File: src/rtl/cache_pkg.sv
// Shared cache package: victim-cache FSM state encoding and the entry and
// interface bundles that sit next to the write-back dcache port types.
// The bundle widths match the default 32-bit address / 128-bit line
// configuration used by the dcache.
package cache_pkg;

  localparam int VC_ADDR_W = 32;
  localparam int VC_LINE_W = 128;
  localparam int VC_OFF_W  = $clog2(VC_LINE_W / 8);
  localparam int VC_TAG_W  = VC_ADDR_W - VC_OFF_W;

  typedef enum logic [2:0] {
    IDLE,
    RESP,
    WB_EVICT,
    FLUSH_SCAN,
    FLUSH_WB,
    DONE
  } type_vc_state_e;

  typedef struct packed {
    logic                 valid;
    logic                 dirty;
    logic [VC_TAG_W-1:0]  tag;
    logic [VC_LINE_W-1:0] line;
  } type_vc_entry_s;

  typedef struct packed {
    logic                 req;
    logic [VC_ADDR_W-1:0] addr;
  } type_vc_lookup_req_s;

  typedef struct packed {
    logic                 ack;
    logic                 hit;
    logic [VC_LINE_W-1:0] line;
    logic                 dirty;
  } type_vc_lookup_rsp_s;

  typedef struct packed {
    logic                 req;
    logic [VC_ADDR_W-1:0] addr;
    logic [VC_LINE_W-1:0] line;
    logic                 dirty;
  } type_vc_evict_req_s;

  typedef struct packed {
    logic                 req;
    logic                 w_en;
    logic [VC_ADDR_W-1:0] addr;
    logic [VC_LINE_W-1:0] w_data;
  } type_vc_mem_req_s;

endpackage

File: src/rtl/victim_cache_ctrl_repl.sv
// victim_repl_sel: replacement state and victim index for the victim cache.
//   clk, rst    : clock, asynchronous active-high reset
//   valid_i     : entry valid vector as seen by the current insert
//   upd_i       : an entry is written this cycle (insert)
//   upd_idx_i   : index of the written entry
//   repl_i      : the write displaced the victim of a full array
//   victim_o    : index to displace when the array is full
// REPL_MODE 0 = round-robin FIFO pointer, 1 = LRU age counters.
module victim_repl_sel #(
  parameter int NUM_ENTRIES = 4,
  parameter int REPL_MODE   = 0,
  localparam int IDX_W      = $clog2(NUM_ENTRIES)
) (
  input  logic                   clk,
  input  logic                   rst,
  input  logic [NUM_ENTRIES-1:0] valid_i,
  input  logic                   upd_i,
  input  logic [IDX_W-1:0]       upd_idx_i,
  input  logic                   repl_i,
  output logic [IDX_W-1:0]       victim_o
);

  logic [IDX_W-1:0] ptr_q;
  logic [IDX_W-1:0] age_q [NUM_ENTRIES];
  logic [IDX_W-1:0] age_d [NUM_ENTRIES];
  logic [IDX_W-1:0] old_age;
  logic [IDX_W-1:0] lru_idx;
  logic [IDX_W-1:0] lru_age;

  // An empty slot counts as the oldest, so every valid entry ages by one.
  always_comb begin
    old_age = valid_i[upd_idx_i] ? age_q[upd_idx_i] : '1;
    for (int i = 0; i < NUM_ENTRIES; i++) begin
      age_d[i] = age_q[i];
      if (upd_i) begin
        if (upd_idx_i == IDX_W'(i)) begin
          age_d[i] = '0;
        end else if (valid_i[i] && (age_q[i] < old_age)) begin
          age_d[i] = age_q[i] + IDX_W'(1);
        end
      end
    end
  end

  // Oldest entry wins; the lowest index breaks ties.
  always_comb begin
    lru_idx = '0;
    lru_age = age_q[0];
    for (int i = 1; i < NUM_ENTRIES; i++) begin
      if (age_q[i] > lru_age) begin
        lru_idx = IDX_W'(i);
        lru_age = age_q[i];
      end
    end
  end

  always_ff @(posedge clk or posedge rst) begin
    if (rst) begin
      ptr_q <= '0;
      for (int i = 0; i < NUM_ENTRIES; i++) age_q[i] <= '0;
    end else begin
      if (upd_i && repl_i) ptr_q <= ptr_q + IDX_W'(1);
      for (int i = 0; i < NUM_ENTRIES; i++) age_q[i] <= age_d[i];
    end
  end

  assign victim_o = (REPL_MODE == 1) ? lru_idx : ptr_q;

endmodule

File: src/rtl/victim_cache_ctrl.sv
// victim_cache_ctrl: fully associative victim cache between the write-back
// dcache and memory. Holds dcache evictions, hands them back exclusively on a
// later dcache miss, and writes dirty lines back on displacement or flush.
//   lookup_*  : dcache miss probe, answered one cycle after the request
//   evict_*   : dcache eviction insert, acknowledged when the line is stored
//   mem_*     : write-back port, request held until mem_ack_i
//   flush_i / flush_done_o : write back dirty lines, then invalidate all
//   occupancy_o : registered count of valid entries
module victim_cache_ctrl
  import cache_pkg::*;
#(
  parameter int ADDR_WIDTH  = 32,
  parameter int LINE_WIDTH  = 128,
  parameter int NUM_ENTRIES = 4,
  parameter int REPL_MODE   = 0
) (
  input  logic                         clk,
  input  logic                         rst,
  input  logic                         lookup_req_i,
  input  logic [ADDR_WIDTH-1:0]        lookup_addr_i,
  output logic                         lookup_ack_o,
  output logic                         lookup_hit_o,
  output logic [LINE_WIDTH-1:0]        lookup_line_o,
  output logic                         lookup_dirty_o,
  input  logic                         evict_req_i,
  input  logic [ADDR_WIDTH-1:0]        evict_addr_i,
  input  logic [LINE_WIDTH-1:0]        evict_line_i,
  input  logic                         evict_dirty_i,
  output logic                         evict_ack_o,
  output logic                         mem_req_o,
  output logic                         mem_w_en_o,
  output logic [ADDR_WIDTH-1:0]        mem_addr_o,
  output logic [LINE_WIDTH-1:0]        mem_w_data_o,
  input  logic                         mem_ack_i,
  input  logic                         flush_i,
  output logic                         flush_done_o,
  output logic [$clog2(NUM_ENTRIES):0] occupancy_o
);

  localparam int OFF_W = $clog2(LINE_WIDTH / 8);
  localparam int TAG_W = ADDR_WIDTH - OFF_W;
  localparam int IDX_W = $clog2(NUM_ENTRIES);
  localparam int OCC_W = IDX_W + 1;
  localparam logic [IDX_W-1:0] LAST_IDX = IDX_W'(NUM_ENTRIES - 1);

  type_vc_state_e state_q, state_d;
  logic [NUM_ENTRIES-1:0] valid_q, valid_d, dirty_q, dirty_d;
  logic [NUM_ENTRIES-1:0] valid_eff, dirty_eff, lk_hit_vec, ev_hit_vec;
  logic [TAG_W-1:0]       tag_q  [NUM_ENTRIES];
  logic [LINE_WIDTH-1:0]  line_q [NUM_ENTRIES];
  logic [TAG_W-1:0]       lk_tag, ev_tag;
  logic [IDX_W-1:0]       lk_idx, ev_idx, free_idx, victim_idx;
  logic [IDX_W-1:0]       scan_idx_q, scan_idx_d, pend_idx_q, pend_idx_d;
  logic [IDX_W-1:0]       resp_idx_q, resp_idx_d, wr_idx, wb_idx;
  logic                   resp_hit_q, resp_hit_d, resp_dirty_q;
  logic [LINE_WIDTH-1:0]  resp_line_q;
  logic [ADDR_WIDTH-1:0]  wb_addr_q;
  logic [LINE_WIDTH-1:0]  wb_data_q;
  logic                   evict_ack_q, evict_ack_d;
  logic [OCC_W-1:0]       occ_q, occ_d;
  logic                   lk_load, wb_load, wr_en, wr_dirty, ev_go, repl_repl;
  logic                   unused_addr_bits;

  assign lk_tag = lookup_addr_i[ADDR_WIDTH-1:OFF_W];
  assign ev_tag = evict_addr_i[ADDR_WIDTH-1:OFF_W];
  assign unused_addr_bits = ^{lookup_addr_i[OFF_W-1:0], evict_addr_i[OFF_W-1:0]};

  // The entry handed back in RESP is already gone for an insert in the same
  // cycle, which lets a swap reuse the slot it just freed.
  always_comb begin
    valid_eff = valid_q;
    dirty_eff = dirty_q;
    if (state_q == RESP && resp_hit_q) begin
      valid_eff[resp_idx_q] = 1'b0;
      dirty_eff[resp_idx_q] = 1'b0;
    end
    for (int i = 0; i < NUM_ENTRIES; i++) begin
      lk_hit_vec[i] = valid_q[i] && (tag_q[i] == lk_tag);
      ev_hit_vec[i] = valid_eff[i] && (tag_q[i] == ev_tag);
    end
  end

  always_comb begin
    lk_idx   = '0;
    ev_idx   = '0;
    free_idx = '0;
    for (int i = NUM_ENTRIES - 1; i >= 0; i--) begin
      if (lk_hit_vec[i]) lk_idx   = IDX_W'(i);
      if (ev_hit_vec[i]) ev_idx   = IDX_W'(i);
      if (!valid_eff[i]) free_idx = IDX_W'(i);
    end
  end

  always_comb begin
    state_d     = state_q;
    valid_d     = valid_eff;
    dirty_d     = dirty_eff;
    scan_idx_d  = scan_idx_q;
    pend_idx_d  = pend_idx_q;
    resp_idx_d  = resp_idx_q;
    resp_hit_d  = resp_hit_q;
    evict_ack_d = 1'b0;
    lk_load     = 1'b0;
    wb_load     = 1'b0;
    wb_idx      = '0;
    wr_en       = 1'b0;
    wr_idx      = '0;
    wr_dirty    = 1'b0;
    repl_repl   = 1'b0;
    ev_go       = 1'b0;

    case (state_q)
      IDLE: begin
        if (flush_i) begin
          scan_idx_d = '0;
          state_d    = FLUSH_SCAN;
        end else if (lookup_req_i) begin
          lk_load    = 1'b1;
          resp_hit_d = |lk_hit_vec;
          resp_idx_d = lk_idx;
          state_d    = RESP;
        end else if (evict_req_i && !evict_ack_q) begin
          // evict_ack_q blocks the still-held request of the insert just done
          ev_go = 1'b1;
        end
      end
      RESP: begin
        state_d = IDLE;
        if (evict_req_i && !evict_ack_q) ev_go = 1'b1;
      end
      WB_EVICT: begin
        if (mem_ack_i) begin
          wr_en     = 1'b1;
          wr_idx    = pend_idx_q;
          wr_dirty  = evict_dirty_i;
          repl_repl = 1'b1;
          state_d   = IDLE;
        end
      end
      FLUSH_SCAN: begin
        if (valid_q[scan_idx_q] && dirty_q[scan_idx_q]) begin
          wb_load = 1'b1;
          wb_idx  = scan_idx_q;
          state_d = FLUSH_WB;
        end else if (scan_idx_q == LAST_IDX) begin
          valid_d = '0;
          dirty_d = '0;
          state_d = DONE;
        end else begin
          scan_idx_d = scan_idx_q + IDX_W'(1);
        end
      end
      FLUSH_WB: begin
        if (mem_ack_i) begin
          dirty_d[scan_idx_q] = 1'b0;
          if (scan_idx_q == LAST_IDX) begin
            valid_d = '0;
            dirty_d = '0;
            state_d = DONE;
          end else begin
            scan_idx_d = scan_idx_q + IDX_W'(1);
            state_d    = FLUSH_SCAN;
          end
        end
      end
      DONE:    state_d = IDLE;
      default: state_d = IDLE;
    endcase

    if (ev_go) begin
      if (|ev_hit_vec) begin
        wr_en    = 1'b1;
        wr_idx   = ev_idx;
        wr_dirty = dirty_eff[ev_idx] | evict_dirty_i;
      end else if (!(&valid_eff)) begin
        wr_en    = 1'b1;
        wr_idx   = free_idx;
        wr_dirty = evict_dirty_i;
      end else if (dirty_eff[victim_idx]) begin
        // Dirty victim: write it back first, install on mem_ack_i.
        wb_load    = 1'b1;
        wb_idx     = victim_idx;
        pend_idx_d = victim_idx;
        state_d    = WB_EVICT;
      end else begin
        wr_en     = 1'b1;
        wr_idx    = victim_idx;
        wr_dirty  = evict_dirty_i;
        repl_repl = 1'b1;
      end
    end

    if (wr_en) begin
      valid_d[wr_idx] = 1'b1;
      dirty_d[wr_idx] = wr_dirty;
      evict_ack_d     = 1'b1;
    end
  end

  always_comb begin
    occ_d = '0;
    for (int i = 0; i < NUM_ENTRIES; i++) occ_d = occ_d + OCC_W'(valid_d[i]);
  end

  victim_repl_sel #(
    .NUM_ENTRIES (NUM_ENTRIES),
    .REPL_MODE   (REPL_MODE)
  ) u_repl (
    .clk       (clk),
    .rst       (rst),
    .valid_i   (valid_eff),
    .upd_i     (wr_en),
    .upd_idx_i (wr_idx),
    .repl_i    (repl_repl),
    .victim_o  (victim_idx)
  );

  always_ff @(posedge clk or posedge rst) begin
    if (rst) begin
      state_q     <= IDLE;
      valid_q     <= '0;
      dirty_q     <= '0;
      scan_idx_q  <= '0;
      pend_idx_q  <= '0;
      resp_idx_q  <= '0;
      resp_hit_q  <= 1'b0;
      evict_ack_q <= 1'b0;
      occ_q       <= '0;
    end else begin
      state_q     <= state_d;
      valid_q     <= valid_d;
      dirty_q     <= dirty_d;
      scan_idx_q  <= scan_idx_d;
      pend_idx_q  <= pend_idx_d;
      resp_idx_q  <= resp_idx_d;
      resp_hit_q  <= resp_hit_d;
      evict_ack_q <= evict_ack_d;
      occ_q       <= occ_d;
    end
  end

  // Payload registers carry no reset; valid bits and output gating cover them.
  always_ff @(posedge clk) begin
    if (wr_en) begin
      tag_q[wr_idx]  <= ev_tag;
      line_q[wr_idx] <= evict_line_i;
    end
    if (lk_load) begin
      resp_line_q  <= line_q[lk_idx];
      resp_dirty_q <= dirty_q[lk_idx];
    end
    if (wb_load) begin
      wb_addr_q <= {tag_q[wb_idx], {OFF_W{1'b0}}};
      wb_data_q <= line_q[wb_idx];
    end
  end

  assign lookup_ack_o   = (state_q == RESP);
  assign lookup_hit_o   = lookup_ack_o && resp_hit_q;
  assign lookup_line_o  = lookup_hit_o ? resp_line_q : '0;
  assign lookup_dirty_o = lookup_hit_o && resp_dirty_q;
  assign evict_ack_o    = evict_ack_q;
  assign mem_req_o      = (state_q == WB_EVICT) || (state_q == FLUSH_WB);
  assign mem_w_en_o     = mem_req_o;
  assign mem_addr_o     = mem_req_o ? wb_addr_q : '0;
  assign mem_w_data_o   = mem_req_o ? wb_data_q : '0;
  assign flush_done_o   = (state_q == DONE);
  assign occupancy_o    = occ_q;

endmodule

File: config.mk
export PLATFORM = sky130hd
export DESIGN_NAME = victim_cache_ctrl
export DESIGN_NICKNAME = d
export VERILOG_FILES = /design/src/rtl/cache_pkg.sv /design/src/rtl/victim_cache_ctrl_repl.sv /design/src/rtl/victim_cache_ctrl.sv
export SDC_FILE = /design/constraint.sdc
export NUM_CORES = 1
export LEC_CHECK = 0
export CORE_ASPECT_RATIO = 0.6
export CORE_MARGIN = 4
export CORE_UTILIZATION = 45
export CTS_BUF_LIST = sky130_fd_sc_hd__clkbuf_4 sky130_fd_sc_hd__clkbuf_8
export CTS_CLUSTER_DIAMETER = 60
export DETAILED_ROUTE_END_ITERATION = 10
export PLACE_DENSITY = 0.75
export SLEW_MARGIN = 20
export SYNTH_ARGS = -nofsm -noshare
export SYNTH_HDL_FRONTEND = slang
export SYNTH_SLANG_ARGS = --single-unit
File: constraint.sdc
create_clock -name clk -period 24.9 [get_ports clk]
set_input_delay 2.49 -clock clk [delete_from_list [all_inputs] [get_ports clk]]
set_output_delay 2.49 -clock clk [all_outputs]
set_load 0.03 [all_outputs]
## Word level (Yosys, flattened, before mapping)

Memory sizes are Yosys's and may differ from the RTL's. A register that Yosys moved wholly into a read port is not among the register bits.
Index checks and enable logic that the tools add are counted.

- Reductions and logical operators: 26
- Add/subtract/negate cells: 5
- Equality and inequality tests: 17
- Multiplexer cells: 104
- Bitwise operators: 9
- $lt $le $gt $ge: 9

Operators with widths:

| cell | count |
|---|---|
| two-way mux 128 bit | 2 |
| == test 28 bit | 8 |
| two-way mux 2 bit | 28 |
| two-way mux 4 bit | 11 |
| two-way mux 1 bit | 37 |
| two-way mux 3 bit | 11 |
| two-way mux 32 bit | 1 |
| < comparator 2 x 3 -> 1 bit (second input constant) | 6 |
| logical AND 1 bit | 16 |
| case mux 4 bit (2 select lines) | 2 |
| bitwise AND 4 bit | 3 |
| case mux 3 bit (4 select lines) | 1 |
| binary-select mux 1 bit (select 2 bit) | 5 |
| NOT 4 bit | 2 |
| AND reduction 4 bit | 2 |
| OR reduction 4 bit | 2 |
| AND reduction 7 bit | 1 |
| demux 1 bit (select 2 bit) | 3 |
| == test 3 x 2 -> 1 bit (second input constant) | 2 |
| == test 3 bit (second input constant) | 2 |
| greater-or-equal comparator 2 x 1 -> 1 bit (second input constant) | 3 |
| != test 2 bit (second input constant) | 3 |
| case mux 2 bit (3 select lines) | 1 |
| adder 2 x 1 -> 2 bit (second input constant) | 2 |
| other kinds (15) | 16 |

- Word-level logic and storage cells: 183
- Input bits: 199
- Bits in writable memories: 624
- Memories kept: 2
- Output and inout bits: 298
- Register bits after elaboration: 25

Memories:

| name | depth | width | rd ports | clocked after Yosys merged registers in | wr ports | RTL line | text |
|---|---|---|---|---|---|---|---|
| line_q | 4 | 128 | 2 | 2 | 1 | victim_cache_ctrl.sv:50 | `logic [LINE_WIDTH-1:0] line_q [NUM_ENTRIES];` |
| tag_q | 4 | 28 | 5 | 1 | 1 | victim_cache_ctrl.sv:49 | `logic [TAG_W-1:0] tag_q [NUM_ENTRIES];` |

## Longest topological paths before layout

Gate-level depths: netlist (run 1).

- Word-level depth: 23
- Gate-level depth with buffers: 15

## Modules after synthesis

From an unflattened synthesis (run 1), not the netlist that was laid out.

- Cells, all modules: 3067
- Area, all modules: 42107.9 um^2

Modules (own cells, without submodules):

| module | cells an instance | times used | area each (um^2) |
|---|---|---|---|
| victim_cache_ctrl | 3060 | 1 | 42022.8 |
| victim_repl_sel | 7 | 1 | 85.1 |

## Worst setup path before layout (run 1)

Ideal clock, no wire load.

- Path kind: input port to flip-flop
- Start: in evict_addr_i[11]
- End: reg dirty_q[2]
- Cell stages on the path: 9
- Arrival time: 11.063 ns
- Setup time: 0.420 ns
- Setup slack: 13.417 ns
- Required time: 24.480 ns
- Cells stage by stage: xor2_1 -> nor4_1 -> nand4_1 -> or4_4 -> and2_1 -> a211o_1 -> a21boi_1 -> nor2_1 -> mux2i_1

- Cells in the longest elaborated chain, start to end: 14
- Elaborated cells between the ends (all ways): 29
- Classes of those cells: order compare (2); eq/ne (4); mux (16); bitwise (1); reduce/logical (6)

Ends and longest elaborated chain:

| what | RTL line | text |
|---|---|---|
| start, declared | victim_cache_ctrl.sv:26 | `input logic [ADDR_WIDTH-1:0] evict_addr_i,` |
| == test 28 bit | victim_cache_ctrl.sv:79 | `ev_hit_vec[i] = valid_eff[i] && (tag_q[i] == ev_tag);` |
| logical AND 1 bit | victim_cache_ctrl.sv:79 |  |
| two-way mux 2 bit (4 in a row) | victim_cache_ctrl.sv:89 | `if (ev_hit_vec[i]) ev_idx = IDX_W'(i);` |
| two-way mux 2 bit | victim_cache_ctrl.sv:171 | `if (\|ev_hit_vec) begin` |
| two-way mux 2 bit | victim_cache_ctrl.sv:170 | `if (ev_go) begin` |
| < comparator 2 x 3 -> 1 bit / greater-or-equal comparator 2 x 1 -> 1 bit (equally long branches) | n/a |  |
| logical AND 1 bit (implied by the code) | victim_cache_ctrl.sv:195 | `dirty_d[wr_idx] = wr_dirty;` |
| two-way mux 1 bit (implied by the code) | victim_cache_ctrl.sv:195 |  |
| demux 1 bit (select 2 bit) | victim_cache_ctrl.sv:195 |  |
| bitwise mux 4 bit | victim_cache_ctrl.sv:195 |  |
| two-way mux 4 bit * | victim_cache_ctrl.sv:193 | `if (wr_en) begin` |
| via dirty_d[2] | victim_cache_ctrl.sv:47 | `logic [NUM_ENTRIES-1:0] valid_q, valid_d, dirty_q, dirty_d;` |
| end signal, assigned | victim_cache_ctrl.sv:232 | `dirty_q <= dirty_d;` |
| end, declared | victim_cache_ctrl.sv:47 |  |

Mark *: on every way through the listed nets, which the timed path passes. The rest lies on a longest branch. The select of a mux whose other input is x is not followed.
A chain may end at the register's enable or synchronous reset.

## Final worst setup path (run 1)

- Start: in evict_addr_i[28]
- End: mem line_q[0][92] (enable)

- Cells in the longest elaborated chain, start to end: 8
- Elaborated cells between the ends (all ways): 19
- Classes of those cells: eq/ne (4); mux (10); reduce/logical (5)

Ends and longest elaborated chain:

| what | RTL line |
|---|---|
| == test 28 bit | victim_cache_ctrl.sv:79 |
| logical AND 1 bit | victim_cache_ctrl.sv:79 |
| two-way mux 2 bit (4 in a row) | victim_cache_ctrl.sv:89 |
| two-way mux 2 bit | victim_cache_ctrl.sv:171 |
| two-way mux 2 bit | victim_cache_ctrl.sv:170 |
| end, declared | victim_cache_ctrl.sv:50 |

Parallel ways exist; a longest one is shown, timed or not.

==> results.toml, run 1 <==
[status]
status = "finished clean"

[clock_tree]
cts_root_buffer = "clkbuf_8"
hold_buffers = 0
clockBufferDepth = 3
cts_tree = "built"
cts_setup_buffers = 0
cts_buffers = 142
cts_resized = 0
clock-sinks = 933
clk_latency_ps = 850
cts-htree-levels = 4
cts.clk_slew.worst_paths_ps = 60

[sta]
slew_headroom_pct = 20.7
slew_violations = 0
fin_skew_ps = 48.3
final_period_minus_worst_setup_slack_ps = 8020
worst_pin_slew_ps = 1180
rsz0062_at_grt = "no"
hold_viol_final = 0
finalSetupTns_ps = 0
finalSetupViolations = 0
timing.final.crit_share_pct = 32.2
max_clock_freq_mhz = 125

[hold_path]
min_to = "pend_idx_q[0]$_DFFE_PP0P_"
hold_class = "reg -> reg"
hold_depth = 1
min_from = "pend_idx_q[0]$_DFFE_PP0P_"

[pwr]
powerDensity_mw_per_mm2 = 94.7
switching_share_pct = 33.6
p_clk_share_pct = 26.2
internal_power_w = 0.00323
power.leakage_nw = 19.8
p_sw_w = 0.00163
peakVddDrop_mv = 0.0588
combPwrFrac_pct = 28.9
seqPwrFrac_pct = 44.9

[cells_and_area]
final_util_pct = 54.4
final_nets = 3555
drive_gt1_share_pct = 7.79
syn_to_final_growth_pct = 19.4
final_area_mm2 = 0.0513

[grt]
grt_pass1_vias = 25800
grt_pass1_wl_um = 168000
grt_max_degree = 187
antenna_found_initial = 26
grt_use_total_pct = 22.9
gr-total-overflow = 0

[yosys]
yosysWarnings = 0
synth_xor_area_share_pct = 4.63
synthArstFlopShare_pct = 2.57
synth.area.mux_share_pct = 14.2
synthCells = 2860
ys_ff_latch = 933
avgSynthCellArea_um2 = 15.0
synth_area_mm2 = 0.0429
synth_edf_count = 909
synth_cell_types = 62
ys.flop_type = "edfxtp_1"
yosys.area.top_type = "edfxtp_1"
synth_top_family_by_area = "multiplexers"
synthSimpleGateAreaFrac_pct = 8.16
yosysMostFrequentCell = "edfxtp_1"
synth_compound_area_share_pct = 4.61
yosysSeqAreaShare_pct = 65.0
synthAdderAreaFrac_pct = 0.221
synth_area_leaders = "edfxtp_1 (64%), mux2i_1 (14%), and2_1 (4.2%)"
synth_top_area_share_pct = 63.6
yosys-top-cells-count = "edfxtp_1 (909), mux2i_1 (605), and2_1 (287), xor2_1 (164), a21oi_1 (137)"

[critical_path]
crit_required_ps = 25360
r2r_setup_slack_ps = 18790
critPathArrivalTime_ps = 8480
rr_worst_depth = 10
worstSetupStartpointType = "input pin"
crit_fanout = 48
r2r-start = "tag_q[3][6]$_DFFE_PP_"
crit_type = "in -> reg"
timing.rr.end = "line_q[0][92]$_DFFE_PP_"
end_kind = "flop"

[route]
routedWlPerCell_um = 24.9
firstDrtPassIters = 5
wl_um = 117000
drt_iter0_markers = 1891
vias = 25900
ant_nets = 0
routed_via_density = 5.48
drc = 0

[flow_run]
max_cap_viol_count = 0

[floorplanning]
die_x_um = 407
io_pins = 497
dieArea_mm2 = 0.101
start_util_pct = 45.6
row_count = 87
fp.dieH_um = 247
core_mm2 = 0.0943

[place]
gp_congestion = 0.973
dp_hpwl_um = 75200
post_dp_cell_area_mm2 = 0.0484
io_buffers = 484
through the flow:
step	instances	hold slack (ps)	worst slack (ps)	total power, W
after floorplan	2863	481	13420	0.00306
after global placement	4451	533	16420	0.00360
after detailed placement	4451	540	16380	0.00362
after CTS	4698	555	17310	0.00490
after global routing	4709	590	16810	0.00508
final	4721	561	16880	0.00486
cells in the final DEF, fill, tap and decap left out, types with 34 or more instances in the layout:
master / synthesis / final
xnor2_1: 63 / 63
a211oi_1: 129 / 129
and2_1: 287 / 287
clkinv_1: 0 / 34
edfxtp_1: 909 / 909
nor4_1: 44 / 44
xor2_1: 164 / 164
mux2i_1: 605 / 605
clkdlybuf4s50_1: 0 / 484
nor2b_1: 132 / 132
a21oi_1: 137 / 136
clkbuf_4: 3 / 40
clkbuf_8: 0 / 142
cell families after synthesis:
family / count (synthesis)
AO/OA/AOI/OAI: 313
XOR/XNOR: 227
adder cells (fa/ha/maj): 7
buffers and inverters: 191
flip-flops: 933
multiplexers: 608
other: 1
AND/OR/NAND/NOR: 580
routing by layer:
metal	global-route usage [%]	vias to the layer above	share of wire, %
met5	0	-	0.096
met2	33.9	970	45
met3	8.18	183	9.2
met4	8.42	16	3.0
li1	-	11800	-
met1	31.0	12900	43
critical path, cell delays in order:
cell and delay, ps:
clkdlybuf4s50_1 740, xor2_1 350, nor4_1 620, nand4_1 540
nor3_1 540, or2_1 320, a211o_1 170, o311ai_1 260
nor2_4 700, buf_4 810, buf_4 800
worst max-delay path by stage:
stage,to,from,slack (ps)
after detailed placement,line_q[0][73]$_DFFE_PP_,evict_addr_i[18],16380
after floorplan,dirty_q[2]$_DFF_PP0_,evict_addr_i[11],13420
after global placement,line_q[0][73]$_DFFE_PP_,evict_addr_i[18],16420
final,line_q[0][92]$_DFFE_PP_,evict_addr_i[28],16880
after global routing,line_q[0][92]$_DFFE_PP_,evict_addr_i[28],16810
after CTS,line_q[0][92]$_DFFE_PP_,evict_addr_i[28],17310
power by group through the flow:
stage	Combinational [W]	Sequential (W)	Clock, W
floorplan	0.000835	0.00223	0
global placement	0.00140	0.00220	0
detailed placement	0.00141	0.00221	0
CTS	0.00141	0.00218	0.00130
global route	0.00150	0.00220	0.00138
finish	0.00140	0.00218	0.00127
area by class of cell:
class                           instances  area [um^2]
Tap cell                             1246         1560
Sequential cell                       933        27900
Clock inverter                         65          541
Clock buffer                          182         2250
Multi-Input combinational cell       1739        13700
Antenna cell                           23         57.6
Timing Repair Buffer                  518         5150
Fill cell                            7616        43000
Inverter                               15         63.8
flip-flops by register name, summed over array words and instances (netlist names):
| signal | count |
|---|---|
| dirty_q | 4 |
| evict_ack_o | 1 |
| line_q | 512 |
| occupancy_o | 3 |
| pend_idx_q | 2 |
| resp_dirty_q | 1 |
| resp_hit_q | 1 |
| resp_idx_q | 2 |
| resp_line_q | 128 |
| scan_idx_q | 2 |
| state_q | 3 |
| tag_q | 112 |
| u_repl.victim_o | 2 |
| valid_q | 4 |
| wb_addr_q | 28 |
| wb_data_q | 128 |
No activity file was read; power rests on OpenSTA's default activity.
==> run 2: changes to the inputs <==
--- a/config.mk
+++ b/config.mk
@@ -11,7 +11,7 @@
 export CTS_BUF_LIST = sky130_fd_sc_hd__clkbuf_4 sky130_fd_sc_hd__clkbuf_8
 export CTS_CLUSTER_DIAMETER = 60
 export DETAILED_ROUTE_END_ITERATION = 10
-export PLACE_DENSITY = 0.75
+export PLACE_DENSITY = 0.78
 export SLEW_MARGIN = 20
 export SYNTH_ARGS = -nofsm -noshare
 export SYNTH_HDL_FRONTEND = slang
==> constraint.sdc (replaced) <==
create_clock -name clk -period 6.55 [get_ports clk]
set_input_delay 0.655 -clock clk [delete_from_list [all_inputs] [get_ports clk]]
set_output_delay 0.655 -clock clk [all_outputs]
set_load 0.03 [all_outputs]
==> results.toml, run 2 (same netlist as run 1, synthesis figures left out) <==
[status]
status = "finished clean"

[place]
io_buffers = 484
dp_hpwl_um = 77900
dp_cells = 4485
gp_congestion = 0.986

[floorplanning]
start_util_pct = 45.6
dieArea_mm2 = 0.101
row_count = 87
core_mm2 = 0.0943
io_pins = 497
fp.dieH_um = 247
die_x_um = 407

[sta]
fin_skew_ps = 61.5
max_clock_freq_mhz = 196
slew_violations = 0
finalSetupViolations = 0
slew_headroom_pct = 24.4
final_period_minus_worst_setup_slack_ps = 5090
hold_ws_ps = 250
rsz0062_at_grt = "no"
timing.final.crit_share_pct = 77.7
finalSetupTns_ps = 0
hold_viol_final = 0
worst_pin_slew_ps = 1120

[grt]
antenna_found_initial = 16
grt_use_total_pct = 22.9
grt_pass1_vias = 25900
grt_pass1_wl_um = 170000
gr-total-overflow = 0
grt_max_degree = 102

[cells_and_area]
final_util_pct = 55.1
top_regs = "line_q: 512 flops, resp_line_q: 128 flops, wb_data_q: 128 flops"
fin_cells = 4751
regMostFlops = "line_q"
syn_to_final_growth_pct = 20.8
final_nets = 3591
layout_common_cells = "edfxtp_1 (909), mux2i_1 (605), clkdlybuf4s50_1 (484), and2_1 (287), xor2_1 (164)"
drive_gt1_share_pct = 9.27
largest_reg_flops = 512
mostFrequentLayoutCell = "edfxtp_1"

[critical_path]
r2r_setup_slack_ps = 1620
rr_worst_depth = 11
r2r-start = "state_q[0]$_DFF_PP0_"
startpoint = "state_q[0]$_DFF_PP0_"
critPathArrivalTime_ps = 4440
cp_slowest_stage_delay_ps = 760
cp_num_buf_inv = 3
setup.worst_path.end = "lookup_line_o[93]"
path_depth = 5
cp_cell_sequence = "nand4bb_1 -> inv_4 -> buf_4 -> and2_1 -> clkdlybuf4s50_1"
crit_required_ps = 5890
crit_type = "reg -> out"
end_kind = "output port"
worstSetupStartpointType = "flop"
slowest_stage = "buf_4"
timing.rr.end = "line_q[3][111]$_DFFE_PP_"
cp_top_family = "buffers and inverters"
crit_fanout = 75

[route]
routedWlPerCell_um = 24.6
wl_um = 117000
routed_via_density = 5.55
firstDrtPassIters = 5
ant_nets = 0
vias = 26400
drt_iter0_markers = 2151
drc = 0

[pwr]
switching_share_pct = 33.7
powerDensity_mw_per_mm2 = 357
p_clk_share_pct = 26.0
internal_power_w = 0.0123
power.leakage_nw = 20.1
peakVddDrop_mv = 0.242
seqPwrFrac_pct = 44.7
total_power_w = 0.0185
combPwrFrac_pct = 29.3
p_sw_w = 0.00624

[clock_tree]
cts_root_buffer = "clkbuf_8"
clk_latency_ps = 850
clockBufferDepth = 3
cts_resized = 0
cts-htree-levels = 4
clock-sinks = 933
cts_setup_buffers = 0
cts.clk_slew.worst_paths_ps = 70
hold_buffers = 0
cts_tree = "built"
cts_buffers = 143

[hold_path]
hold_class = "in -> async"

[flow_run]
max_cap_viol_count = 0
==> run 2: layout make-up <==
cell class | instances | area (um^2)
fillers | 7441 | 42400
inverters | 15 | 63.8
well taps | 1246 | 1560
diodes | 10 | 25.0
clock inverters | 57 | 415
multi-input cells | 1739 | 13700
repair buffers | 553 | 5810
flip-flops and latches | 933 | 27900
clock buffers | 198 | 2380
==> run 2: through the flow <==
step                      worst slack, ps  area [um^2]
final                                1460        51900
after global routing                 1210        51900
after CTS                            1300        51800
after detailed placement             1080        49000
after global placement               1130        49000
after floorplan                       421        43000
==> run 2: worst reg2reg max path: stages (launching register included) <==
cell and delay (ps):
dfrtp_1 640, nand4bb_1 360, inv_4 650, nand3b_1 310
nand2_1 190, nor3_1 100, or2_1 360, nor3b_1 340
a31oi_1 290, nor2_4 210, buf_12 320, buf_4 640
==> run 2: worst min path at each step <==
stage | end | cells past startpoint
4_1_cts | line_q[3][13]$_DFFE_PP_ | 1
3_5_place_dp | pend_idx_q[1]$_DFFE_PP0P_ | 1
5_1_grt | occupancy_o[0]$_DFF_PP0_ | 2
3_3_place_gp | pend_idx_q[1]$_DFFE_PP0P_ | 1
6_report | pend_idx_q[0]$_DFFE_PP0P_ | 2
2_1_floorplan | resp_hit_q$_DFFE_PP0P_ | 2
==> run 2: metal layers <==
| metal | GRT usage [%] | vias to the layer above | share of wire (%) |
|---|---|---|---|
| met2 | 33.7 | 1043 | 45 |
| met5 | 0 | - | 0.067 |
| met4 | 7.63 | 10 | 2.5 |
| met1 | 32.3 | 13300 | 44 |
| met3 | 7.11 | 169 | 8.8 |
| li1 | - | 11800 | - |
==> run 2: power groups by stage <==
| stage | clock, W | combinational [W] | sequential (W) |
|---|---|---|---|
| 2_1_floorplan | 0 | 0.00318 | 0.00832 |
| 3_3_place_gp | 0 | 0.00539 | 0.00835 |
| 3_5_place_dp | 0 | 0.00544 | 0.00839 |
| 4_1_cts | 0.00492 | 0.00547 | 0.00827 |
| 5_1_grt | 0.00522 | 0.00578 | 0.00836 |
| 6_report | 0.00481 | 0.00543 | 0.00829 |
